File: config.mk
export PLATFORM = sky130hd
export DESIGN_NAME = uart_rx_sampler_flat
export DESIGN_NICKNAME = d
export VERILOG_FILES = /design/src/rtl/uart_rx_sampler_if.sv /design/src/rtl/uart_rx_sampler.sv /design/src/flat_wrapper.sv
export SDC_FILE = /design/constraint.sdc
export NUM_CORES = 1
export LEC_CHECK = 0
export BUFFER_PORTS_ARGS = -buffer_cell sky130_fd_sc_hd__buf_2
export CORE_ASPECT_RATIO = 1.25
export CORE_UTILIZATION = 52
export DETAILED_ROUTE_END_ITERATION = 7
export GPL_TIMING_DRIVEN = 0
export PLACE_DENSITY = 0.74
export SLEW_MARGIN = 20
export SYNTH_ARGS = -nofsm -noshare
export SYNTH_HDL_FRONTEND = slang
export SYNTH_SLANG_ARGS = --single-unit
File: constraint.sdc
create_clock -name i_clk -period 1.8 [get_ports i_clk]
set_input_delay 0.09 -clock i_clk [delete_from_list [all_inputs] [get_ports i_clk]]
set_output_delay 0.09 -clock i_clk [all_outputs]
set_load 0.03 [all_outputs]
File: src/rtl/uart_rx_sampler_if.sv
// Bundle of serial input, enable and receive-event outputs exchanged between
// the UART RX sampler (master) and the receive control FSM (slave).
interface uart_rx_sampler_if;
  logic i_rx;
  logic i_enable;
  logic o_zerodetected;
  logic o_bitvalid;
  logic o_bit;
  logic o_countreached;
  logic o_onedetected;
  logic o_framingerror;
  logic o_parityerror;
  logic o_busy;

  modport master (
    input  i_rx, i_enable,
    output o_zerodetected, o_bitvalid, o_bit, o_countreached,
           o_onedetected, o_framingerror, o_parityerror, o_busy
  );

  modport slave (
    output i_rx, i_enable,
    input  o_zerodetected, o_bitvalid, o_bit, o_countreached,
           o_onedetected, o_framingerror, o_parityerror, o_busy
  );
endinterface

File: src/rtl/uart_rx_sampler.sv
// UART receive front end: synchronises the serial line, oversamples 16x and
// majority-votes each bit, emitting registered frame events for the RX FSM.
module uart_rx_sampler #(
  parameter int DIV        = 27,
  parameter int DATA_BITS  = 8,
  parameter int PARITY_EN  = 1,
  parameter int PARITY_ODD = 0
) (
  input  logic                i_clk,
  input  logic                i_reset,
  uart_rx_sampler_if.master   rx_bus
);

  localparam int PW = (DIV > 1) ? $clog2(DIV) : 1;

  typedef enum logic [2:0] {IDLE, START, DATA, PARITY, STOP} state_t;

  state_t        state, state_next;
  logic          rx_meta, rx_s, rx_prev, armed;
  logic [1:0]    sync_fill;
  logic [PW-1:0] presc;
  logic [3:0]    s;
  logic          v7, v8;
  logic [3:0]    bitcnt, bitcnt_next;
  logic          parity, parity_next;
  logic          tick, vote_evt, vote, fall;

  logic zd_q, bv_q, bit_q, cr_q, od_q, fe_q, pe_q;
  logic zd_n, bv_n, bit_n, cr_n, od_n, fe_n, pe_n;

  assign tick     = (state != IDLE) && (presc == PW'(DIV - 1));
  assign vote_evt = tick && (s == 4'd9);
  assign vote     = (v7 & v8) | (v7 & rx_s) | (v8 & rx_s);
  assign fall     = armed && rx_prev && !rx_s;

  // A start needs a genuine high-to-low edge, so the edge detector stays
  // disarmed until the synchroniser has delivered a real high sample.
  always_ff @(posedge i_clk) begin
    if (i_reset) begin
      rx_meta   <= 1'b1;
      rx_s      <= 1'b1;
      rx_prev   <= 1'b1;
      sync_fill <= 2'b00;
      armed     <= 1'b0;
    end else begin
      rx_meta   <= rx_bus.i_rx;
      rx_s      <= rx_meta;
      rx_prev   <= rx_s;
      sync_fill <= {sync_fill[0], 1'b1};
      if (sync_fill[1] && rx_s)
        armed <= 1'b1;
    end
  end

  always_ff @(posedge i_clk) begin
    if (i_reset) begin
      presc <= '0;
      s     <= 4'd0;
      v7    <= 1'b0;
      v8    <= 1'b0;
    end else if (state == IDLE) begin
      presc <= '0;
      s     <= 4'd0;
    end else if (tick) begin
      presc <= '0;
      s     <= s + 4'd1;
      if (s == 4'd7) v7 <= rx_s;
      if (s == 4'd8) v8 <= rx_s;
    end else begin
      presc <= presc + PW'(1);
    end
  end

  always_ff @(posedge i_clk) begin
    if (i_reset) begin
      state  <= IDLE;
      bitcnt <= 4'd0;
      parity <= 1'b0;
      zd_q   <= 1'b0;
      bv_q   <= 1'b0;
      bit_q  <= 1'b0;
      cr_q   <= 1'b0;
      od_q   <= 1'b0;
      fe_q   <= 1'b0;
      pe_q   <= 1'b0;
    end else begin
      state  <= state_next;
      bitcnt <= bitcnt_next;
      parity <= parity_next;
      zd_q   <= zd_n;
      bv_q   <= bv_n;
      bit_q  <= bit_n;
      cr_q   <= cr_n;
      od_q   <= od_n;
      fe_q   <= fe_n;
      pe_q   <= pe_n;
    end
  end

  // Every event is decided on the s==9 tick and registered, so pulses appear
  // one clock later; dropping enable overrides everything and idles the FSM.
  always_comb begin
    state_next  = state;
    bitcnt_next = bitcnt;
    parity_next = parity;
    zd_n        = 1'b0;
    bv_n        = 1'b0;
    bit_n       = bit_q;
    cr_n        = 1'b0;
    od_n        = 1'b0;
    fe_n        = 1'b0;
    pe_n        = pe_q;
    if (!rx_bus.i_enable) begin
      state_next = IDLE;
    end else begin
      case (state)
        IDLE: begin
          if (fall) begin
            state_next  = START;
            bitcnt_next = 4'd0;
            parity_next = 1'b0;
            pe_n        = 1'b0;
          end
        end
        START: begin
          if (vote_evt) begin
            if (!vote) begin
              state_next  = DATA;
              zd_n        = 1'b1;
              bitcnt_next = 4'd0;
            end else begin
              state_next = IDLE;
            end
          end
        end
        DATA: begin
          if (vote_evt) begin
            bv_n        = 1'b1;
            bit_n       = vote;
            parity_next = parity ^ vote;
            bitcnt_next = bitcnt + 4'd1;
            if (bitcnt == 4'(DATA_BITS - 1)) begin
              cr_n       = 1'b1;
              state_next = (PARITY_EN != 0) ? PARITY : STOP;
            end
          end
        end
        PARITY: begin
          if (vote_evt) begin
            pe_n       = parity ^ vote ^ (PARITY_ODD != 0);
            state_next = STOP;
          end
        end
        STOP: begin
          if (vote_evt) begin
            od_n       = vote;
            fe_n       = !vote;
            state_next = IDLE;
          end
        end
        default: state_next = IDLE;
      endcase
    end
  end

  assign rx_bus.o_zerodetected = zd_q;
  assign rx_bus.o_bitvalid     = bv_q;
  assign rx_bus.o_bit          = bit_q;
  assign rx_bus.o_countreached = cr_q;
  assign rx_bus.o_onedetected  = od_q;
  assign rx_bus.o_framingerror = fe_q;
  assign rx_bus.o_parityerror  = pe_q;
  assign rx_bus.o_busy         = (state != IDLE);

endmodule

File: src/flat_wrapper.sv
// flat-port wrapper written by rule: the top's interface ports become plain ports
module uart_rx_sampler_flat 
#(
  parameter int DIV        = 27,
  parameter int DATA_BITS  = 8,
  parameter int PARITY_EN  = 1,
  parameter int PARITY_ODD = 0
)
  (i_clk, i_reset, rx_bus_i_rx, rx_bus_i_enable, rx_bus_o_zerodetected, rx_bus_o_bitvalid, rx_bus_o_bit, rx_bus_o_countreached, rx_bus_o_onedetected, rx_bus_o_framingerror, rx_bus_o_parityerror, rx_bus_o_busy);
  uart_rx_sampler_if rx_bus_i ();
  input  logic i_clk;
  input  logic i_reset;
  input wire logic [$bits(rx_bus_i.i_rx)-1:0] rx_bus_i_rx;
  input wire logic [$bits(rx_bus_i.i_enable)-1:0] rx_bus_i_enable;
  output wire logic [$bits(rx_bus_i.o_zerodetected)-1:0] rx_bus_o_zerodetected;
  output wire logic [$bits(rx_bus_i.o_bitvalid)-1:0] rx_bus_o_bitvalid;
  output wire logic [$bits(rx_bus_i.o_bit)-1:0] rx_bus_o_bit;
  output wire logic [$bits(rx_bus_i.o_countreached)-1:0] rx_bus_o_countreached;
  output wire logic [$bits(rx_bus_i.o_onedetected)-1:0] rx_bus_o_onedetected;
  output wire logic [$bits(rx_bus_i.o_framingerror)-1:0] rx_bus_o_framingerror;
  output wire logic [$bits(rx_bus_i.o_parityerror)-1:0] rx_bus_o_parityerror;
  output wire logic [$bits(rx_bus_i.o_busy)-1:0] rx_bus_o_busy;
  assign rx_bus_i.i_rx = rx_bus_i_rx;
  assign rx_bus_i.i_enable = rx_bus_i_enable;
  assign rx_bus_o_zerodetected = rx_bus_i.o_zerodetected;
  assign rx_bus_o_bitvalid = rx_bus_i.o_bitvalid;
  assign rx_bus_o_bit = rx_bus_i.o_bit;
  assign rx_bus_o_countreached = rx_bus_i.o_countreached;
  assign rx_bus_o_onedetected = rx_bus_i.o_onedetected;
  assign rx_bus_o_framingerror = rx_bus_i.o_framingerror;
  assign rx_bus_o_parityerror = rx_bus_i.o_parityerror;
  assign rx_bus_o_busy = rx_bus_i.o_busy;
  uart_rx_sampler #(.DIV(DIV), .DATA_BITS(DATA_BITS), .PARITY_EN(PARITY_EN), .PARITY_ODD(PARITY_ODD)) u_core (.i_clk(i_clk), .i_reset(i_reset), .rx_bus(rx_bus_i));
endmodule
==> flow_summary.json, run 1 <==
{
  "outcome": "completed",
  "grt_pass1_vias": 1122,
  "grt_pass1_wl_um": 4890,
  "synth_nets": 173,
  "yosysTopAreaCellShare_pct": 43.2,
  "hold_depth": 3,
  "critPathKind": "register to register",
  "setup_slack_ns": 0.0218,
  "ys.flop_type": "dfxtp_1",
  "synth_top_family_by_area": "simple AND/OR/NAND/NOR gates",
  "min_period_ns": 1.78,
  "rsz0062_at_grt": "yes",
  "diodes": 0,
  "synth.area.mux_share_pct": 3.37,
  "antenna_found_initial": 0,
  "post-route-cell-area_um2": 1740,
  "synth-seq-cells": 32,
  "slew_viol_final": 0,
  "grt_max_degree": 11,
  "hold_slack_ns": 0.133,
  "path_max_fanout": 9,
  "die_w_um": 49.8,
  "vias_per_cell": 5.76,
  "worst_setup_path_start_kind": "register",
  "cp-end-kind": "register",
  "cp.required_ns": 2.00,
  "port_buffers": 11,
  "max_freq_mhz": 562,
  "drtPass1Iterations": 5,
  "syn_to_final_growth_pct": 17.2,
  "boundaryPins": 12,
  "synth_async_sr_flop_share_pct": 0,
  "p_leak_nw": 0.700,
  "routed_wl_um": 3020,
  "drc": 0,
  "grt_util_all_layers_pct": 21.3,
  "gr-total-overflow": 0,
  "yosysWarnings": 0,
  "postRouteAntennaNets": 0,
  "synthAdderAreaFrac_pct": 5.73,
  "gp_congestion": 0.862,
  "place_area_um2": 1580,
  "power_density_nw_per_um2": 673,
  "die_h_um": 61.7,
  "hpwlAfterDp_um": 2140,
  "multi_input_area_um2": 796,
  "path_clk_slew_ns": 0.10,
  "yosysSeqAreaShare_pct": 43.2,
  "nets": 198,
  "drive_above_1_share_pct": 23.3,
  "clock-sinks": 32,
  "dp_slack_ns": -0.202,
  "fin_setup_tns_ns": 0,
  "arrival_ns": 1.98,
  "start_util_pct": 54.8,
  "hp-class": "input port to register",
  "fin_worst_skew_ns": 0.00835,
  "synthXorXnorAreaFrac_pct": 2.95,
  "worst_pin_slew_ns": 0.470,
  "yosysUniqueCellTypes": 43,
  "cts_buffers": 5,
  "slew_headroom_pct": 68.6,
  "dieArea_um2": 3070,
  "first_iter_violations": 39,
  "final_hold_viol_count": 0,
  "num_vias": 1285,
  "synth_edf_count": 0,
  "avgSynthCellArea_um2": 9.10,
  "synth_area_um2": 1480,
  "yosys.area.top_type": "dfxtp_1",
  "routedWlPerCell_um": 13.5,
  "synth_compound_area_share_pct": 12.5,
  "min_period_over_period_pct": 98.8,
  "finalSetupViolCount": 0,
  "cts_tree": "done",
  "cts_root_buf": "clkbuf_4",
  "netlist_top_cells_area": "dfxtp_1, nor2_1, ha_1",
  "clkLatencyLatePin_ns": 0.32,
  "synthCells": 163,
  "design.core.area_um2": 2710,
  "cts_buffer_depth": 2,
  "fin_util_pct": 64.3,
  "vdd_drop_max_uv": 386,
  "regArea_um2": 646,
  "synth-simple-area-share_pct": 27.7,
  "rows": 21,
  "filler_cell_count": 245,
  "maxCapViolCount": 0,
  "htree_levels": 2,
  "reg2reg_depth": 7
}
## synth_stat cells, types with 2 or more instances
cell type / count
xor2_1: 4
clkinv_1: 2
and4b_1: 2
nand4_1: 5
o211ai_1: 2
a21oi_1: 5
nor2_1: 21
a31o_2: 2
clkbuf_1: 4
ha_1: 6
nor2b_1: 7
buf_6: 2
nand2b_1: 2
mux2i_1: 5
inv_1: 6
nor3_1: 2
nand3_1: 8
nor4_1: 5
o21ai_0: 5
nand2_1: 12
dfxtp_1: 32
or2_2: 3
## layout by cell type (no fill, tap or decap), types with 3 or more instances in the layout
cell | synthesis | routed
a21oi_1 | 5 | 5
buf_2 | 0 | 11
buf_4 | 0 | 6
clkbuf_4 | 0 | 5
dfxtp_1 | 32 | 30
ha_1 | 6 | 5
inv_1 | 6 | 6
mux2i_1 | 5 | 5
nand2_1 | 12 | 12
nand3_1 | 8 | 8
nand4_1 | 5 | 5
nor2_1 | 21 | 21
nor2b_1 | 7 | 7
nor4_1 | 5 | 4
o21ai_0 | 5 | 5
or2_2 | 3 | 3
xor2_1 | 4 | 4
## state kept, by name, indices dropped and copies added, names as in the netlist
name and cells:
u_core.parity 1, u_core.armed 1, u_core.rx_bus.o_bit 1, u_core.rx_meta 1, u_core.v8 1, u_core.rx_bus.o_bitvalid 1, u_core.rx_bus.o_framingerror 1, u_core.presc 5
u_core.sync_fill 2, u_core.bitcnt 4, u_core.rx_bus.o_onedetected 1, u_core.rx_s 1, u_core.rx_prev 1, u_core.rx_bus.o_countreached 1, u_core.rx_bus.o_parityerror 1, u_core.s 4
u_core.v7 1, u_core.state 3, u_core.rx_bus.o_zerodetected 1
## cell type report
class | instances | share of cell area (%)
sequential | 32 | 37.1
inverter | 8 | 1.73
clock buffer | 6 | 2.95
buffer | 5 | 2.52
tap | 34 | 2.45
timing repair buffer | 19 | 6.91
clock inverter | 2 | 0.576
multi-input combinational | 117 | 45.8
## stage by stage
stage | power (W) | std cells
final | 0.00117 | 223
after global routing | 0.00123 | 223
after CTS | 0.00119 | 219
after global placement | 0.000766 | 208
after floorplan | 0.000754 | 163
after detailed placement | 0.000767 | 208
## metal layers
layer / GRT usage [%] / up-vias / wire (um)
met5: 0 / - / 0
met4: 10.2 / 0 / 54
met3: 6.81 / 6 / 124
met2: 38.0 / 43 / 1570
met1: 23.3 / 612 / 1270
li1: - / 624 / -
## final timing paths
kind                   start                     endpoint  slack, ns
min          rx_bus_i_enable  u_core.rx_bus.o_parityerror       0.13
max          u_core.state[2]          u_core.rx_bus.o_bit       0.02
max reg2reg  u_core.state[2]          u_core.rx_bus.o_bit       0.02
min reg2reg   u_core.rx_meta                  u_core.rx_s       0.42
## logic make-up after synthesis
group                      after synthesis
AOI/OAI and AO/OA                       25
xor gates and xnor gates                 5
adders and majority gates                7
buffers and inverters                   14
DFF                                     32
muxes                                    5
and+or+nand+nor                         75
## critical path, stage by stage, from the launching register on
cell and delay [ns]:
dfxtp_1 0.32, buf_6 0.12, or3b_1 0.38, buf_6 0.15, nor4_4 0.27, buf_4 0.16
mux2i_1 0.18, nor2_1 0.05
## power breakdown
part           internal, W  switching, W
Combinational    0.0000138     0.0000226
Clock             0.000186      0.000233
Sequential        0.000713    0.00000358
## timing repair
action,4_1_cts,5_1_grt
hold buffers,2,0
setup endpoints to repair,7,12
hold endpoints to repair,2,0
buffers inserted,2,4
pin swaps,1,3
resized for setup,5,7
(Power assumes the default switching activity.)
==> inputs of run 2 (changes only) <==
==> constraint.sdc (replaced) <==
create_clock -name i_clk -period 1.8 [get_ports i_clk]
set_input_delay 0.36 -clock i_clk [delete_from_list [all_inputs] [get_ports i_clk]]
set_output_delay 0.36 -clock i_clk [all_outputs]
set_load 0.03 [all_outputs]
==> flow_summary.json, run 2 (synthesis gave the netlist of run 1 again) <==
{
  "outcome": "completed",
  "arrival_ns": 1.97,
  "max_freq_mhz": 576,
  "final_hold_viol_count": 0,
  "rows": 21,
  "hpwlAfterDp_um": 2140,
  "antenna_found_initial": 0,
  "grt_pass1_wl_um": 4910,
  "path_clk_slew_ns": 0.10,
  "nets": 195,
  "cp.required_ns": 2.03,
  "drtPass1Iterations": 4,
  "path_max_fanout": 8,
  "fin_cells": 220,
  "clkLatencyLatePin_ns": 0.32,
  "setup_slack_ns": 0.0635,
  "p_leak_nw": 0.693,
  "cp-end-kind": "register",
  "clock-sinks": 32,
  "place_inst": 208,
  "drc": 0,
  "largest_reg_flops": 5,
  "min_period_over_period_pct": 96.5,
  "slew_viol_final": 0,
  "maxCapViolCount": 0,
  "crit_path_top_delay_cell": "dfxtp_1",
  "cts_root_buf": "clkbuf_4",
  "cpPeakStageDelay_ns": 0.42,
  "p_total_w": 0.00117,
  "syn_to_final_growth_pct": 17.5,
  "grt_util_all_layers_pct": 21.4,
  "boundaryPins": 12,
  "design.core.area_um2": 2710,
  "cts_hold_buf": 0,
  "place_area_um2": 1580,
  "post-route-cell-area_um2": 1740,
  "diodes": 0,
  "die_h_um": 61.7,
  "die_w_um": 49.8,
  "rsz0062_at_grt": "yes",
  "worst_setup_path_start_kind": "register",
  "finalSetupViolCount": 0,
  "start_util_pct": 54.8,
  "gp_congestion": 0.862,
  "slew_headroom_pct": 68.4,
  "first_iter_violations": 35,
  "vias_per_cell": 5.81,
  "cts_tree": "done",
  "largest_register": "u_core.presc",
  "hold_slack_ns": 0.219,
  "hp-class": "input port to register",
  "filler_cell_count": 241,
  "dieArea_um2": 3070,
  "cts_buffer_depth": 2,
  "worst_pin_slew_ns": 0.475,
  "htree_levels": 2,
  "dp_slack_ns": -0.202,
  "min_period_ns": 1.74,
  "final_common_cell": "dfxtp_1",
  "crit_chain": "ha_1, nand3b_2, nor4_4, a41oi_2, a311oi_2",
  "vdd_drop_max_uv": 389,
  "grt_max_degree": 11,
  "cts_buffers": 5,
  "drive_above_1_share_pct": 24.7,
  "gr-total-overflow": 0,
  "power_density_nw_per_um2": 669,
  "port_buffers": 11,
  "layout_common_cells": "dfxtp_1, nor2_1, nand2_1, buf_2, nand3_1",
  "critPathKind": "register to register",
  "routed_wl_um": 3010,
  "postRouteAntennaNets": 0,
  "num_vias": 1278,
  "grt_pass1_vias": 1128,
  "routedWlPerCell_um": 13.7,
  "reg.largest.list": "u_core.presc (5), u_core.bitcnt (4), u_core.s (4)",
  "fin_worst_skew_ns": 0.00876
}
[run 2: cell type report]
cell class	count	area (um2)	area share (%)
Sequential cell	32	646	37.0
Tap cell	34	42.5	2.44
Buffer	5	43.8	2.51
Clock buffer	6	51.3	2.94
Multi-Input combinational cell	117	825	47.3
Inverter	8	32.5	1.87
Clock inverter	2	10.0	0.574
Timing Repair Buffer	16	92.6	5.31
[run 2: worst paths after layout]
check	depth (start not counted)	start	slack (ns)	end
worst max-delay path	5	u_core.s[0]	0.06	u_core.bitcnt[3]
worst min register to register	1	u_core.rx_meta	0.42	u_core.rx_s
worst max register to register	5	u_core.s[0]	0.06	u_core.bitcnt[3]
worst min-delay path	2	rx_bus_i_rx	0.22	u_core.rx_meta
[run 2: critical path, delay by kind of cell, from the launching register on]
family | cells | cell delay [ns]
AND/OR/NAND/NOR | 2 | 0.59
flip-flops | 1 | 0.42
AO/OA/AOI/OAI | 2 | 0.43
adder cells (fa/ha/maj) | 1 | 0.20
[run 2: power by group]
group          internal [W]  leakage, nW  total (W)  switching [W]
sequential         0.000713        0.260   0.000717     0.00000379
combinational     0.0000113        0.395  0.0000337      0.0000224
clock              0.000186       0.0380   0.000416       0.000231
total              0.000910        0.693    0.00117       0.000257
[run 2: what timing repair did]
action                                  4_1_cts  5_1_grt
endpoints found under the setup margin        8        5
pin swaps                                     1        2
setup buffers                                 2        3
resized for setup                             8       10
gates cloned                                  0        0
[run 2: layer usage]
layer	vias to the layer above	global-route usage, %	wire [um]
met4	0	10.2	38
li1	620	-	-
met1	630	23.0	1300
met5	-	0	0
met3	4	6.81	87
met2	24	38.6	1590
[run 2: per-stage QoR]
| step | util [%] | setup TNS, ns |
|---|---|---|
| 6_report | 64.4 | 0 |
| 5_1_grt | 64.4 | -0.0666 |
| 4_1_cts | 62.0 | 0 |
| 3_5_place_dp | 58.4 | -0.729 |
| 3_3_place_gp | 58.4 | -0.325 |
| 2_1_floorplan | - | 0 |
==> inputs of run 3 (changes only) <==
Settings changed: PLACE_DENSITY 0.74 to 0.72.
==> flow_summary.json, run 3 (synthesis gave the netlist of run 1 again) <==
{
  "outcome": "completed",
  "min_period_ns": 1.78,
  "hold_slack_ns": 0.204,
  "intPower_w": 0.00109,
  "hp-class": "input port to register",
  "gr-total-overflow": 0,
  "routed_wl_um": 3060,
  "cts_buffers": 5,
  "design.core.area_um2": 2710,
  "die_h_um": 61.7,
  "seq_power_share_pct": 52.6,
  "grt_max_degree": 11,
  "nets": 198,
  "finalSetupViolCount": 0,
  "final_hold_viol_count": 0,
  "p_comb_share_pct": 2.5,
  "switching_share_pct": 19.8,
  "path_clk_slew_ns": 0.10,
  "diodes": 0,
  "die_w_um": 49.8,
  "cts_root_buf": "clkbuf_4",
  "crit_buf_inv": 3,
  "grt_pass1_vias": 1144,
  "htree_levels": 2,
  "reg.largest.list": "u_core.presc (5), u_core.bitcnt (4), u_core.s (4)",
  "vdd_drop_max_uv": 597,
  "hpwlAfterDp_um": 2110,
  "fin_worst_skew_ns": 0.00721,
  "cp-end-kind": "output port",
  "gp_congestion": 0.847,
  "cts_tree": "done",
  "largest_reg_flops": 5,
  "grt_pass1_wl_um": 4930,
  "syn_to_final_growth_pct": 18.8,
  "largest_register": "u_core.presc",
  "grt_util_all_layers_pct": 21.6,
  "p_leak_nw": 0.716,
  "p_switching_w": 0.000270,
  "clock-sinks": 32,
  "arrival_ns": 1.42,
  "drive_above_1_share_pct": 25.4,
  "routedWlPerCell_um": 13.7,
  "first_iter_violations": 28,
  "power_density_nw_per_um2": 774,
  "filler_cell_count": 225,
  "cp.required_ns": 1.44,
  "max_freq_mhz": 562,
  "post-route-cell-area_um2": 1760,
  "crit_chain": "buf_6, nor3_2, clkinv_2, buf_2",
  "postRouteAntennaNets": 0,
  "cp_top_family": "buffers and inverters",
  "crit_path_top_delay_cell": "dfxtp_2",
  "clkLatencyLatePin_ns": 0.33,
  "path_max_fanout": 9,
  "min_period_over_period_pct": 98.9,
  "dieArea_um2": 3070,
  "cts_buffer_depth": 2,
  "p_total_w": 0.00137,
  "cts_hold_buf": 0,
  "maxCapViolCount": 0,
  "rows": 21,
  "fin_util_pct": 65.1,
  "clockPowerShare_pct": 44.9,
  "boundaryPins": 12,
  "rsz0062_at_grt": "yes",
  "start_util_pct": 54.8,
  "drtPass1Iterations": 4,
  "worst_pin_slew_ns": 0.409,
  "num_vias": 1269,
  "vias_per_cell": 5.69,
  "port_buffers": 11,
  "slew_viol_final": 0,
  "critPathKind": "register to output port",
  "final_common_cell": "dfxtp_1",
  "drc": 0,
  "worst_setup_path_start_kind": "register",
  "slew_headroom_pct": 72.7,
  "antenna_found_initial": 0,
  "place_area_um2": 1580,
  "cpPeakStageDelay_ns": 0.33,
  "layout_common_cells": "dfxtp_1, nor2_1, nand2_1, buf_2"
}
## run 3: cell types whose count changed in the layout (fill, tap and decap cells not counted), sizes merged
cell,change
inv,-1
buf,+3
bufinv,+1
clkbuf,+1
clkinv,-1
## run 3: worst paths after layout
path / from / end / slack, ns / cells after the start
setup / recovery: u_core.state[2] / rx_bus_o_busy / 0.02 / 4
hold / removal: rx_bus_i_rx / u_core.rx_meta / 0.20 / 2
setup reg to reg: u_core.state[2] / u_core.rx_bus.o_bit / 0.05 / 7
hold reg to reg: u_core.rx_meta / u_core.rx_s / 0.42 / 1
## run 3: power by group through the flow
stage	Combinational [W]	Clock [W]	Sequential [W]
after global placement	0.0000316	0	0.000734
after detailed placement	0.0000322	0	0.000735
after global routing	0.0000375	0.000653	0.000720
after floorplan	0.0000207	0	0.000733
final	0.0000342	0.000613	0.000718
after CTS	0.0000329	0.000624	0.000718
## run 3: through the flow
step           setup TNS (ns)  cells  setup slack [ns]
6_report                    0    223            0.0202
2_1_floorplan               0    163            0.0426
5_1_grt               -0.0666    223           -0.0178
3_3_place_gp           -0.488    208            -0.144
3_5_place_dp           -0.639    208            -0.158
4_1_cts                     0    217            0.0279
## run 3: cell type report
| cell class | count | area (um2) | area share (%) |
|---|---|---|---|
| buffer | 5 | 43.8 | 2.48 |
| tap | 34 | 42.5 | 2.41 |
| clock inverter | 1 | 30.0 | 1.70 |
| timing repair buffer | 19 | 115 | 6.53 |
| multi-input combinational | 117 | 791 | 44.9 |
| clock buffer | 7 | 65.1 | 3.69 |
| inverter | 8 | 31.3 | 1.77 |
| sequential | 32 | 644 | 36.6 |
## run 3: what timing repair did
action                     4_1_cts  5_1_grt
hold endpoints to repair         0        0
buffers inserted                 2        6
pin swaps                        1        5
resized for setup                6        6
setup endpoints to repair        9        5
## run 3: worst register-to-register path: stages, from the launching register on
cell	delay (ns)
dfxtp_2	0.33
buf_6	0.12
or3b_1	0.36
buf_6	0.14
nor4_4	0.29
buf_4	0.17
mux2i_1	0.18
nor2_1	0.05
## run 3: metal layers
layer  track usage, %  wire, um  up-vias  part of all wire, %
met5                0         0        -                    0
li1                 -         -      625                    -
met3             6.57       157        7                  5.1
met4             11.8        53        0                  1.7
met1             25.0      1310      599                   43
met2             36.3      1540       38                   50
